`config.mk`:
```
export PLATFORM = sky130hd
export DESIGN_NAME = dmem_arbiter
export DESIGN_NICKNAME = d
export VERILOG_FILES = /design/src/rtl/dmem_arb_pkg.sv /design/src/rtl/rr_arb2.sv /design/src/rtl/dmem_arbiter.sv
export SDC_FILE = /design/constraint.sdc
export NUM_CORES = 1
export LEC_CHECK = 0
export ABC_AREA = 1
export BUFFER_PORTS_ARGS = -buffer_cell sky130_fd_sc_hd__clkbuf_2
export CORE_MARGIN = 2
export CORE_UTILIZATION = 40
export DETAILED_ROUTE_END_ITERATION = 6
export MAX_ROUTING_LAYER = met4
export PLACE_DENSITY = 0.77
export SLEW_MARGIN = 40
export SYNTH_ARGS = -nofsm -noshare
export SYNTH_HDL_FRONTEND = slang
export SYNTH_SLANG_ARGS = --single-unit
```
`constraint.sdc`:
```
create_clock -name clk -period 1.44 [get_ports clk]
set_clock_uncertainty 0.05 [all_clocks]
set_input_delay 0.144 -clock clk [delete_from_list [all_inputs] [get_ports clk]]
set_output_delay 0.144 -clock clk [all_outputs]
set_load 0.01 [all_outputs]
```
`src/rtl/dmem_arb_pkg.sv`:
```
// Shared types and constants for the data-memory arbiter.
package dmem_arb_pkg;

    // State encodings kept as plain constants so older code can keep using them.
    localparam logic [0:0] ST_IDLE    = 1'b0;
    localparam logic [0:0] ST_RD_WAIT = 1'b1;

    typedef enum logic [0:0] {
        IDLE    = ST_IDLE,
        RD_WAIT = ST_RD_WAIT
    } state_t;

    // Port 0 is the core load/store port, port 1 the loader/debug master.
    typedef logic port_id_t;

    // Legal memory read latency window.
    localparam int MEM_LATENCY_MIN = 1;
    localparam int MEM_LATENCY_MAX = 4;

    // Read-wait counter width.
    localparam int CNT_W = 3;

endpackage

```
`src/rtl/rr_arb2.sv`:
```
// Two-input round-robin grant: on a tie the port not granted last wins.
module rr_arb2
    import dmem_arb_pkg::*;
(
    input  logic [1:0] req,
    input  port_id_t   last_grant,
    output logic [1:0] grant
);

    // One-hot grant; a lone requester always wins.
    always_comb begin
        grant = req;
        if (req == 2'b11) begin
            grant = last_grant ? 2'b01 : 2'b10;
        end
    end

endmodule

```
`src/rtl/dmem_arbiter.sv`:
```
// Shares one data memory between the core port (0) and the loader port (1).
// Writes complete in the accept cycle; a read holds the memory until its data
// returns, and only one read is ever in flight.
module dmem_arbiter
    import dmem_arb_pkg::*;
#(
    parameter int ADDR_W      = 32,
    parameter int DATA_W      = 32,
    parameter int MEM_LATENCY = 1
) (
    input  logic              clk,
    input  logic              reset,
    input  logic              p0_req,
    input  logic              p0_we,
    input  logic [ADDR_W-1:0] p0_addr,
    input  logic [DATA_W-1:0] p0_wdata,
    output logic              p0_ready,
    output logic              p0_rvalid,
    output logic [DATA_W-1:0] p0_rdata,
    input  logic              p1_req,
    input  logic              p1_we,
    input  logic [ADDR_W-1:0] p1_addr,
    input  logic [DATA_W-1:0] p1_wdata,
    output logic              p1_ready,
    output logic              p1_rvalid,
    output logic [DATA_W-1:0] p1_rdata,
    output logic              mem_wren,
    output logic [ADDR_W-1:0] mem_addr,
    output logic [DATA_W-1:0] mem_data_in,
    input  logic [DATA_W-1:0] mem_data_out,
    output logic              busy
);

    generate
        if (MEM_LATENCY < MEM_LATENCY_MIN || MEM_LATENCY > MEM_LATENCY_MAX) begin : g_lat_check
            $error("dmem_arbiter: MEM_LATENCY %0d outside %0d..%0d",
                   MEM_LATENCY, MEM_LATENCY_MIN, MEM_LATENCY_MAX);
        end
    endgenerate

    localparam logic [CNT_W-1:0] CNT_LOAD = CNT_W'(MEM_LATENCY);

    // Ports gathered into arrays so the datapath can be indexed by port id.
    logic [1:0]        req_vec;
    logic [1:0]        we_vec;
    logic [ADDR_W-1:0] addr_arr  [2];
    logic [DATA_W-1:0] wdata_arr [2];

    assign req_vec      = {p1_req, p0_req};
    assign we_vec       = {p1_we, p0_we};
    assign addr_arr[0]  = p0_addr;
    assign addr_arr[1]  = p1_addr;
    assign wdata_arr[0] = p0_wdata;
    assign wdata_arr[1] = p1_wdata;

    state_t            state_reg;
    logic [CNT_W-1:0]  cnt_reg;
    port_id_t          last_grant_reg;
    port_id_t          rd_port_reg;
    logic [ADDR_W-1:0] rd_addr_reg;
    logic              rvalid_reg [2];
    logic [DATA_W-1:0] rdata_reg  [2];

    logic [1:0] grant_raw;
    logic [1:0] grant_eff;
    port_id_t   sel_port;
    logic       accept;
    logic       accept_read;
    logic       rd_done;

    rr_arb2 u_rr_arb2 (
        .req        (req_vec),
        .last_grant (last_grant_reg),
        .grant      (grant_raw)
    );

    // Grants are only honoured while the memory is free.
    assign grant_eff   = (state_reg == IDLE) ? grant_raw : 2'b00;
    assign sel_port    = grant_raw[1];
    assign accept      = |grant_eff;
    assign accept_read = accept && !we_vec[sel_port];
    assign rd_done     = (state_reg == RD_WAIT) && (cnt_reg == CNT_W'(1));

    assign p0_ready = grant_eff[0];
    assign p1_ready = grant_eff[1];
    assign busy     = (state_reg == RD_WAIT);

    // Memory drive: granted port in IDLE, held read address in RD_WAIT, else zero.
    always_comb begin
        mem_wren    = 1'b0;
        mem_addr    = '0;
        mem_data_in = '0;
        if (state_reg == RD_WAIT) begin
            mem_addr = rd_addr_reg;
        end else if (accept) begin
            mem_wren    = we_vec[sel_port];
            mem_addr    = addr_arr[sel_port];
            mem_data_in = wdata_arr[sel_port];
        end
    end

    // Arbitration pointer and read-wait sequencing.
    always_ff @(posedge clk or negedge reset) begin
        if (!reset) begin
            state_reg      <= IDLE;
            cnt_reg        <= '0;
            last_grant_reg <= 1'b1;
            rd_port_reg    <= 1'b0;
            rd_addr_reg    <= '0;
        end else begin
            case (state_reg)
                IDLE: begin
                    if (accept) begin
                        last_grant_reg <= sel_port;
                    end
                    if (accept_read) begin
                        rd_addr_reg <= addr_arr[sel_port];
                        rd_port_reg <= sel_port;
                        cnt_reg     <= CNT_LOAD;
                        state_reg   <= RD_WAIT;
                    end
                end
                RD_WAIT: begin
                    cnt_reg <= cnt_reg - CNT_W'(1);
                    if (rd_done) begin
                        state_reg <= IDLE;
                    end
                end
                default: state_reg <= IDLE;
            endcase
        end
    end

    // Per-port response: capture the returning word and pulse rvalid next cycle.
    for (genvar gi = 0; gi < 2; gi++) begin : g_resp
        always_ff @(posedge clk or negedge reset) begin
            if (!reset) begin
                rvalid_reg[gi] <= 1'b0;
                rdata_reg[gi]  <= '0;
            end else begin
                rvalid_reg[gi] <= rd_done && (rd_port_reg == port_id_t'(gi));
                if (rd_done && (rd_port_reg == port_id_t'(gi))) begin
                    rdata_reg[gi] <= mem_data_out;
                end
            end
        end
    end

    assign p0_rvalid = rvalid_reg[0];
    assign p1_rvalid = rvalid_reg[1];
    assign p0_rdata  = rdata_reg[0];
    assign p1_rdata  = rdata_reg[1];

endmodule

```
# ---- After elaboration in Yosys (flattened, before gate mapping)
# Index checks and enable logic that the tools add are counted.
dict set report totals {
  word_cells 48
  in_bits 166
  ff_bits 104
}
dict set report op_classes {
  add_sub_neg 1
  order_cmp 2
  eq_ne 3
  n_reduce_logical 8
  n_mux 22
  n_bitwise 3
}
# op n
set op_table {}
lappend op_table {{$mux 32} 10}
lappend op_table {{$mux 1} 6}
lappend op_table {{$mux 2} 3}
lappend op_table {{$pmux 3 s2} 1}
lappend op_table {{$logic_and 1x1->1} 4}
lappend op_table {{$reduce_and 2->1} 2}
lappend op_table {{$eq 3x1->1 const B} 1}
lappend op_table {{$mux 3} 1}
lappend op_table {{$sub 3x1->3 const B} 1}
lappend op_table {{$eq 2x2->1 const B} 1}
lappend op_table {{$ge 2x2->1 const B} 1}
lappend op_table {{$lt 1x2->1 const B} 1}
lappend op_table {{$ne 2x2->1 const B} 1}
lappend op_table {{$not 1->1} 2}
lappend op_table {{$not 1->2} 1}
lappend op_table {{$pmux 1 s2} 1}
lappend op_table {{$reduce_or 2->1} 1}
lappend op_table {{$logic_not 1->1} 1}

# ---- Logic depth before layout (Yosys ltp)
# Gate-level depths: netlist (run 1).
dict set report depth {
  word_depth 8
  depth_mapped 10
  ltp_nobuf 8
}

# ---- Cells and area by module
# Synthesis (run 1) repeated with hierarchy kept, for this count alone.
dict set report hier_totals {
  hier_cells 742
  area_unflattened_um2 5510.3
}
# module cells_each area_each_um2 seq_area_each_um2 instances
set by_module_without_submodules {}
lappend by_module_without_submodules {dmem_arbiter 737 5489.0 2603.7 1}
lappend by_module_without_submodules {rr_arb2 5 21.3 0.0 1}

# ---- Worst setup path after synthesis (run 1)
# OpenSTA, ideal clock, no wires.
dict set report synth_timing {
  kind {flip-flop to output port}
  startpoint {reg last_grant_reg}
  endpoint {out mem_data_in[24]}
  path_buffers 3
  setup_slack_ns -0.086
  stages_incl_launch_ff 8
  arrival_ns 1.332
  cell_sequence {dfstp_2 nand2_1 nand2_1 buf_4 buf_4 buf_4 nand2_1 a21oi_1}
}
dict set report synth_between {
  elab_chain_len 8
}
# element line_no
set synth_rtl {}
lappend synth_rtl {{start, declared} dmem_arbiter.sv:58} ;# port_id_t last_grant_reg;
lappend synth_rtl {{start signal, assigned} dmem_arbiter.sv:114} ;# last_grant_reg <= sel_port;
lappend synth_rtl {{$mux 2 (*)} rr_arb2.sv:14} ;# grant = last_grant ? 2'b01 : 2'b10;
lappend synth_rtl {{$mux 2 (*)} rr_arb2.sv:13} ;# if (req == 2'b11) begin
lappend synth_rtl {{$not 1->2 (not written as such)} dmem_arbiter.sv:98} ;# mem_data_in = wdata_arr[sel_port];
lappend synth_rtl {{$mux 32 (not written as such) (3 in a row)} dmem_arbiter.sv:98}
lappend synth_rtl {{$mux 32 (*)} dmem_arbiter.sv:95} ;# end else if (accept) begin
lappend synth_rtl {{$mux 32 (*)} dmem_arbiter.sv:93} ;# if (state_reg == RD_WAIT) begin
lappend synth_rtl {{end, declared} dmem_arbiter.sv:29} ;# output logic [DATA_W-1:0] mem_data_in,
# Mark *: on every way between the ends. The rest lies on a longest branch, timed or not. The select of a mux whose other input is x is not followed.

# ---- Final worst setup path (run 1)
dict set report layout_timing {
  startpoint {reg last_grant_reg}
  endpoint {out mem_addr[16]}
}
dict set report layout_between {
  elab_chain_len 8
}
# element line_no
set layout_rtl {}
lappend layout_rtl {{$mux 2 (*)} rr_arb2.sv:14}
lappend layout_rtl {{$mux 2 (*)} rr_arb2.sv:13}
lappend layout_rtl {{$not 1->2 (not written as such)} dmem_arbiter.sv:97} ;# mem_addr = addr_arr[sel_port];
lappend layout_rtl {{$mux 32 (not written as such) (3 in a row)} dmem_arbiter.sv:97}
lappend layout_rtl {{$mux 32 (*)} dmem_arbiter.sv:95}
lappend layout_rtl {{$mux 32 (*)} dmem_arbiter.sv:93}
lappend layout_rtl {{end, declared} dmem_arbiter.sv:28} ;# output logic [ADDR_W-1:0] mem_addr,
# Marked as above.

==> impl_metrics.toml, run 1 <==
[synth]
netlist_top_cells_area = "dfrtp_1 49%, nand2_1 17%, o21ai_0 8.9%"
synth.avg_cell_area_um2 = 7.80
synth-seq-area-share = 0.499
synth_common_cells = "236 x nand2_1, 103 x dfrtp_1, 93 x o21ai_0, 71 x inv_1, 45 x o21ai_1"
synth-main-ff-cell = "dfrtp_1"
yosysMostFrequentCell = "nand2_1"
syn-num-nets = 837
ys_types = 25
synth_top_cell_by_area = "dfrtp_1"
yosysWarnings = 0
synth-edff-count = 0
syn-instance-count = 669
synth_top_area_frac = 0.494
ys_async_sr_fraction = 1.00
netlist_area_um2 = 5220
synth.ff_latch_count = 104

[clocking]
cts.htree.levels = 3
numClockSinks = 104
cts_buffers = 9
clockRootBuffer = "clkbuf_16"
clk_path_buf_depth = 2
clock_latency_ns = 0.34
cts.clk_slew.worst_paths_ns = 0.08
cts_tree = "built"

[sta]
hold_viol_final = 0
hold_slack_ns = 0.0281
final.setup.worst_slack_ns = -0.699
setup_viol = 170
tns_ns = -67.92
fin_crit_ns = 2.14
slew_headroom = 0.691
rsz0062_at_grt = "yes"
fmax_mhz = 468
tightestPinTransition_ns = 0.463
finalMaxSlewViolations = 0
fin_crit_sh = 1.49

[layout]
syn_to_final_growth_pct = 101
fillCellCount = 665
final_nets = 1255
drive_above_1_share = 0.668
fin_util = 0.829
final_area_um2 = 10500

[setup_path]
cp_top_family = "flip-flops"
max_stage_delay_ns = 0.55
cp-end-kind = "primary output"
path_class = "reg -> out"
r2r_start = "last_grant_reg"
cp_data_required_time_ns = 1.25
critPathMostFrequentCell = "o21ai_1"
crit_buf_inv = 3
startpoint_type = "flip-flop"
worstPathCellList = "nand2_2 > nand2_4 > buf_12 > clkbuf_16 > nand2_1 > o21ai_1 > o21ai_1 > clkbuf_2"
worst_path_max_delay_cell = "dfstp_2"
crit_start = "last_grant_reg"
critPathMaxFanout = 8
crit_arrival_ns = 1.94

[routing]
ant_nets = 0
routed_wl_um = 27500
drt-initial-drc-count = 690
firstDrtPassIters = 6
top_layer = "met4"
drc = 0
vias = 6948
viasPerCell = 5.49
drt-wirelength-per-cell_um = 21.8
wl_met3_um = 2050
met1_length_um = 9240
met2_wirelength_um = 14500

[floorplan]
core_um2 = 12700
die_w_um = 118
die_h_um = 118
rows = 41
initial_core_util = 0.412
die_area_um2 = 14000
io_pins = 300

[hold_path]
worstHoldStart = "mem_data_out[0]"
min_path_type = "in -> reg"

[grt]
grt_start_max_net_pins = 41
grt_pass1_wl_um = 32300
antenna_found_initial = 1
grt_pass1_vias = 6190
grt_overflow_total = 0
track_usage = 0.302

[run_status]
status = "complete, but fails checks"
violations = "negative setup slack"

[place]
dpl.hpwl_um = 12400
io_buffers = 299
gp_congestion = 0.891
place_area_um2 = 7320

[power_and_ir_drop]
power_w = 0.0214
power_density_nw_per_um2 = 2040
leakage_nw = 5.53
peakVddDrop_mv = 1.09

[job]
cap_violations = 0
[tightest hold or removal path, stage by stage]
cell and delay [ns]:
clkbuf_2 0.08, inv_1 0.09, o21ai_2 0.07
[per-stage QoR]
step                instances  setup slack [ns]
floorplan                 669           -0.0786
CTS                      1225            -0.546
global route             1265            -0.697
global placement         1152            -0.192
finish                   1265            -0.699
detailed placement       1152            -0.234
[routing by layer]
metal | track usage | vias to the layer above
met1 | 0.330 | 3351
met2 | 0.539 | 487
met3 | 0.0516 | 133
met4 | 0.132 | 0
met5 | - | -
li1 | - | 2977
[report_power, final]
| group | switching, W | internal, W |
|---|---|---|
| clock | 0.00121 | 0.00136 |
| sequential | 0.00156 | 0.00439 |
| combinational | 0.00676 | 0.00616 |
[cell type report]
| class | count | area, µm² | area share |
|---|---|---|---|
| clock inverter | 6 | 68.8 | 0.00655 |
| sequential | 104 | 2600 | 0.248 |
| inverter | 74 | 288 | 0.0274 |
| timing repair buffer | 452 | 3740 | 0.356 |
| clock buffer | 10 | 229 | 0.0218 |
| tap | 172 | 215 | 0.0205 |
| antenna | 1 | 2.50 | 0.000238 |
| multi-input combinational | 446 | 3360 | 0.320 |
[placed cells by master, fill, tap and decap left out, types with 2 or more instances in the layout]
| master | instances |
|---|---|
| a21oi_1 | 14 |
| o21ai_2 | 88 |
| clkinvlp_4 | 3 |
| o21ai_4 | 15 |
| dfrtp_1 | 103 |
| nand2_8 | 3 |
| nand2_2 | 60 |
| nand2_1 | 97 |
| buf_16 | 15 |
| clkbuf_2 | 238 |
| nand3_1 | 2 |
| inv_8 | 2 |
| o21ai_1 | 59 |
| dlygate4sd3_1 | 16 |
| clkbuf_16 | 24 |
| inv_2 | 5 |
| nand2_4 | 77 |
| buf_6 | 14 |
| buf_2 | 57 |
| buf_12 | 28 |
| buf_4 | 59 |
| buf_8 | 10 |
| inv_1 | 67 |
| a21oi_2 | 20 |
[final timing paths]
path                                   end  slack (ns)  depth (start not counted)
setup reg to reg            rd_addr_reg[3]       -0.55                         13
setup / recovery              mem_addr[16]       -0.70                          8
max in group asynchronous     p0_rdata[28]        0.50                          3
hold reg to reg            rd_addr_reg[27]        0.45                          2
min in group asynchronous      p1_rdata[6]        0.25                          2
hold / removal                 p1_rdata[0]        0.03                          3
[logic make-up (layout without fill, tap and decap cells)]
family | Yosys count | after routing | share of synthesized area
buf+inv | 120 | 542 | 0.106
simple gates | 244 | 245 | 0.181
fa+ha+maj | 2 | 2 | 0.00479
flops | 104 | 104 | 0.499
other cells | 0 | 1 | 0
xor+xnor | 1 | 1 | 0.00168
compound gates | 198 | 198 | 0.208
[what timing repair did]
action,CTS,global route
hold buffers,16,0
gates resized for setup,162,363
gates cloned,16,23
endpoints found under the hold margin,42,0
buffers inserted,26,19
pin swaps,6,34
setup endpoints to repair,165,169
No activity file was read; power rests on OpenSTA's default activity.
==> run 2: changes to the inputs <==
--- a/config.mk
+++ b/config.mk
@@ -7,11 +7,11 @@
 export LEC_CHECK = 0
 export ABC_AREA = 1
 export BUFFER_PORTS_ARGS = -buffer_cell sky130_fd_sc_hd__clkbuf_2
-export CORE_MARGIN = 2
-export CORE_UTILIZATION = 40
+export CORE_AREA = 2 2 116 118
 export DETAILED_ROUTE_END_ITERATION = 6
+export DIE_AREA = 0 0 118 120
 export MAX_ROUTING_LAYER = met4
-export PLACE_DENSITY = 0.77
+export PLACE_DENSITY = 0.86
 export SLEW_MARGIN = 40
 export SYNTH_ARGS = -nofsm -noshare
 export SYNTH_HDL_FRONTEND = slang
==> constraint.sdc (replaced) <==
create_clock -name clk -period 2.3 [get_ports clk]
set_clock_uncertainty 0.05 [all_clocks]
set_input_delay 0.23 -clock clk [delete_from_list [all_inputs] [get_ports clk]]
set_output_delay 0.23 -clock clk [all_outputs]
set_load 0.01 [all_outputs]
==> run 2 against run 1 <==
  * The run now ends clean
  * Total power shrank 58%
  * Worst setup slack better by 0.83 ns
  * Register-to-register slack better by 0.93 ns
  * Via count down 22%
  * Combinational power shrank 67%
  * Critical path type unchanged
  * Clock-buffer cell count is 1 lower
  * Die area rose by 1.3%
  * Sequential cell count unchanged
  * Non-clock buffer count shrank 136
==> impl_metrics.toml, run 2 (synthesis results as in run 1) <==
[routing]
firstDrtPassIters = 4
drt-wirelength-per-cell_um = 13.6
drt-initial-drc-count = 458
vias = 5454
routed_wl_um = 15400
viasPerCell = 4.81
ant_nets = 0
drc = 0

[floorplan]
io_pins = 300
initial_core_util = 0.402
core_um2 = 13000
die_h_um = 120
die_area_um2 = 14200
die_w_um = 118
rows = 42

[power_and_ir_drop]
clkPwrFrac = 0.166
peakVddDrop_mv = 0.429
swShare = 0.422
leakage_nw = 4.15
power_density_nw_per_um2 = 1250
p_sw_w = 0.00382
power_frac_seq = 0.357
internal_power_w = 0.00524
comb_power_share = 0.477

[layout]
syn_to_final_growth_pct = 38.6
drive_above_1_share = 0.384
fillCellCount = 1187
layout_common_cells = "298 x clkbuf_2, 233 x nand2_1, 103 x dfrtp_1"
final_nets = 1119
final_common_cell = "clkbuf_2"
fin_util = 0.557
fin_cells = 1134

[setup_path]
path_class = "reg -> out"
worstRegToRegCells = 9
worstPathCellList = "nand2_2 > nand2_8 > buf_4 > o21ai_0 > o21ai_0 > clkbuf_2"
cp_data_required_time_ns = 2.02
crit_arrival_ns = 1.89
worst_path_max_delay_cell = "dfstp_2"
critPathMaxFanout = 9
cp-end-kind = "primary output"
critPathMostFrequentCell = "o21ai_0"
startpoint_type = "flip-flop"
max_stage_delay_ns = 0.54

[clocking]
clockRootBuffer = "clkbuf_16"
clock_latency_ns = 0.34
cts_buffers = 9
cts.htree.levels = 3
cts.clk_slew.worst_paths_ns = 0.07
cts_tree = "built"
numClockSinks = 104
clk_path_buf_depth = 2

[grt]
antenna_found_initial = 2
grt_pass1_vias = 5115
track_usage = 0.228
grt_start_max_net_pins = 66
grt_overflow_total = 0
grt_pass1_wl_um = 25100

[sta]
rsz0062_at_grt = "no"
slew_headroom = 0.491
finalMaxSlewViolations = 0
fmax_mhz = 461
hold_viol_final = 0
tns_ns = 0
final.setup.worst_slack_ns = 0.130
hold_slack_ns = 0.0742
fin_crit_sh = 0.943
tightestPinTransition_ns = 0.763
fin_crit_ns = 2.17
setup_viol = 0

[place]
io_buffers = 299
dpl.hpwl_um = 11600
dpl.cell_count = 1111
dp_slack_ns = 0.319
gp_congestion = 0.937

[hold_path]
hold_path_depth = 3
min_path_type = "in -> reg"

[run_status]
status = "completed"

[job]
cap_violations = 0
[run 2: changes by cell type in the layout (fill, tap and decap cells not counted), sizes merged]
| cell | delta |
|---|---|
| dlygate4sd3 | -15 |
| inv | +2 |
| diode | +1 |
| clkinvlp | -3 |
| buf | -166 |
| clkbuf | +44 |
| bufinv | -1 |
| clkinv | +3 |
[run 2: final timing paths]
path                                   from             end  slack [ns]
setup / recovery             last_grant_reg    mem_addr[31]        0.13
hold / removal             mem_data_out[22]    p0_rdata[22]        0.07
setup reg to reg                 cnt_reg[1]    p0_rdata[13]        0.38
hold reg to reg                p0_rdata[18]    p0_rdata[18]        0.43
max in group asynchronous             reset  last_grant_reg        1.15
min in group asynchronous             reset    p0_rdata[25]        0.35
[run 2: power by group through the flow]
stage	logic, W	clock network (W)	registers, W
after global placement	0.00422	0	0.00321
after detailed placement	0.00430	0	0.00325
after global routing	0.00483	0.00163	0.00334
final	0.00432	0.00150	0.00324
after floorplan	0.00236	0	0.00347
after CTS	0.00437	0.00154	0.00323
[run 2: critical path, delay by kind of cell (launching register included)]
family	cells	cell delay, ns
AOI/OAI and AO/OA	2	0.36
buffers and inverters	2	0.36
DFF	1	0.54
and+or+nand+nor	2	0.28
[run 2: timing repair]
item                                    4_1_cts  5_1_grt
gates cloned                                  2        0
endpoints found under the hold margin        35        0
buffers inserted                              2        0
endpoints found under the setup margin       11       17
pin swaps                                     1        0
resized for setup                             3        2
hold buffers                                  1        0
[run 2: per-layer routing]
metal | routed length [µm] | GRT usage
met1 | 6280 | 0.272
met2 | 7570 | 0.380
met3 | 1190 | 0.0433
met4 | 386 | 0.0994
met5 | 0 | -
[run 2: cell type report]
class	instances	area, µm²	share of cell area
Clock inverter	7	73.8	0.0102
Antenna cell	2	5.00	0.000692
Sequential cell	104	2600	0.360
Clock buffer	9	225	0.0311
Multi-Input combinational cell	446	2100	0.290
Timing Repair Buffer	316	1720	0.238
Inverter	74	280	0.0388
Tap cell	176	220	0.0304
[run 2: per-stage QoR]
stage	instance area [µm²]	power, W
floorplan	5220	0.00584
global placement	6840	0.00743
detailed placement	6840	0.00755
CTS	7230	0.00915
global route	7230	0.00981
finish	7230	0.00906
==> run 3: changes to the inputs <==
==> constraint.sdc (replaced) <==
create_clock -name clk -period 2.3 [get_ports clk]
set_clock_uncertainty 0.05 [all_clocks]
set_input_delay 0.23 -clock clk [delete_from_list [all_inputs] [get_ports clk]]
set_output_delay 0.23 -clock clk [all_outputs]
set_load 0.1 [all_outputs]
==> run 3 against run 2 <==
  * Global-route usage rose by 2.1 points
  * Die area did not move
  * Sequential cell count did not move
  * Sequential share of layout area fell by 5.7 points
  * Design area rose by 19%
  * First-iteration DRC count fell by 37%
  * Maximum frequency fell by 2.6%
  * Utilization rose by 11 points
  * Register-to-register slack got worse by 0.02 ns
  * Wire length rose by 13%
  * Critical path depth did not move
==> impl_metrics.toml, run 3 (synthesis results as in run 1) <==
[layout]
final_common_cell = "nand2_1"
drive_above_1_share = 0.452
fin_cells = 1132
final_area_um2 = 8600
layout_common_cells = "233 x nand2_1, 231 x clkbuf_2, 102 x dfrtp_1"
fin_util = 0.663
fillCellCount = 964
syn_to_final_growth_pct = 64.8
final_nets = 1118

[setup_path]
cp_data_required_time_ns = 2.02
cp-end-kind = "primary output"
startpoint_type = "flip-flop"
critPathMaxFanout = 24
path_class = "reg -> out"
crit_arrival_ns = 1.95

[floorplan]
die_area_um2 = 14200
core_um2 = 13000
rows = 42
die_w_um = 118
initial_core_util = 0.402
die_h_um = 120
io_pins = 300

[clocking]
cts.clk_slew.worst_paths_ns = 0.07
cts_tree = "built"
cts.htree.levels = 3
numClockSinks = 104
clockRootBuffer = "clkbuf_16"
cts_buffers = 9
clock_latency_ns = 0.34
clk_path_buf_depth = 2

[grt]
grt_pass1_wl_um = 27000
grt_overflow_total = 0
grt_start_max_net_pins = 66
track_usage = 0.249
antenna_found_initial = 1
grt_pass1_vias = 5430

[job]
cap_violations = 0

[place]
place_area_um2 = 8220
dpl.cell_count = 1111
dpl.hpwl_um = 13000
io_buffers = 299
gp_congestion = 0.826

[routing]
vias = 5560
firstDrtPassIters = 4
drt-wirelength-per-cell_um = 15.4
viasPerCell = 4.91
drt-initial-drc-count = 289
routed_wl_um = 17400
ant_nets = 0
drc = 0

[sta]
fin_crit_ns = 2.23
fmax_mhz = 449
rsz0062_at_grt = "no"
slew_headroom = 0.484
hold_viol_final = 0
fin_crit_sh = 0.968
setup_viol = 0
finalMaxSlewViolations = 0
tightestPinTransition_ns = 0.773

[hold_path]
min_path_type = "in -> reg"

[run_status]
status = "completed"
[run 3: cell type report]
type / instances / area (µm²) / area share
antenna: 1 / 2.50 / 0.000291
clock buffer: 11 / 233 / 0.0271
clock inverter: 5 / 57.6 / 0.00669
inverter: 74 / 280 / 0.0326
multi-input combinational: 445 / 2470 / 0.287
sequential: 104 / 2610 / 0.303
tap: 176 / 220 / 0.0256
timing repair buffer: 316 / 2740 / 0.318
[run 3: what timing repair did]
item                       in CTS  in global routing
hold endpoints to repair       42                  0
hold buffers                    1                  0
pin swaps                       0                  1
setup endpoints to repair      34                 15
buffers inserted                0                  1
cloned                          0                  2
resized for setup               3                  3
[run 3: worst max-delay path, cell delays in order (launching register included)]
cell and delay [ns]:
dfstp_2 0.53, nand2_1 0.10, nand2_4 0.18, buf_12 0.18, o21ai_0 0.20, o21ai_4 0.21, buf_12 0.19
[run 3: worst paths after layout]
check                                       from            to  slack, ns  depth (start not counted)
worst max-delay path              last_grant_reg  mem_addr[11]       0.07                          6
worst min-delay path            mem_data_out[25]  p0_rdata[25]       0.07                          3
worst max register to register        cnt_reg[1]   p0_rdata[5]       0.36                          9
worst min register to register       p0_rdata[1]   p0_rdata[1]       0.43                          2
max in group asynchronous                  reset  p1_rdata[17]       1.12                          3
min in group asynchronous                  reset  p1_rdata[23]       0.42                          2
[run 3: metal layers]
metal | global-route usage | wire [µm] | vias to the layer above | share of wire
met5 | - | 0 | - | 0
met4 | 0.0813 | 450 | 0 | 0.026
met3 | 0.0960 | 1610 | 34 | 0.092
met2 | 0.395 | 8570 | 242 | 0.49
met1 | 0.292 | 6810 | 2602 | 0.39
li1 | - | - | 2682 | -
[run 3: per-stage QoR]
| step | hold slack (ns) | setup TNS, ns | setup WS (ns) |
|---|---|---|---|
| 6_report | 0.0708 | 0 | 0.0729 |
| 5_1_grt | 0.0753 | 0 | 0.00572 |
| 4_1_cts | 0.0610 | 0 | 0.0325 |
| 3_5_place_dp | 0.231 | 0 | 0.262 |
| 3_3_place_gp | 0.228 | 0 | 0.295 |
| 2_1_floorplan | -0.116 | -9.65 | -0.229 |
Power of run 3 is left out: the tool's default activity adds up to more than one toggle a clock period on the data nets, which glitch-free logic cannot reach.
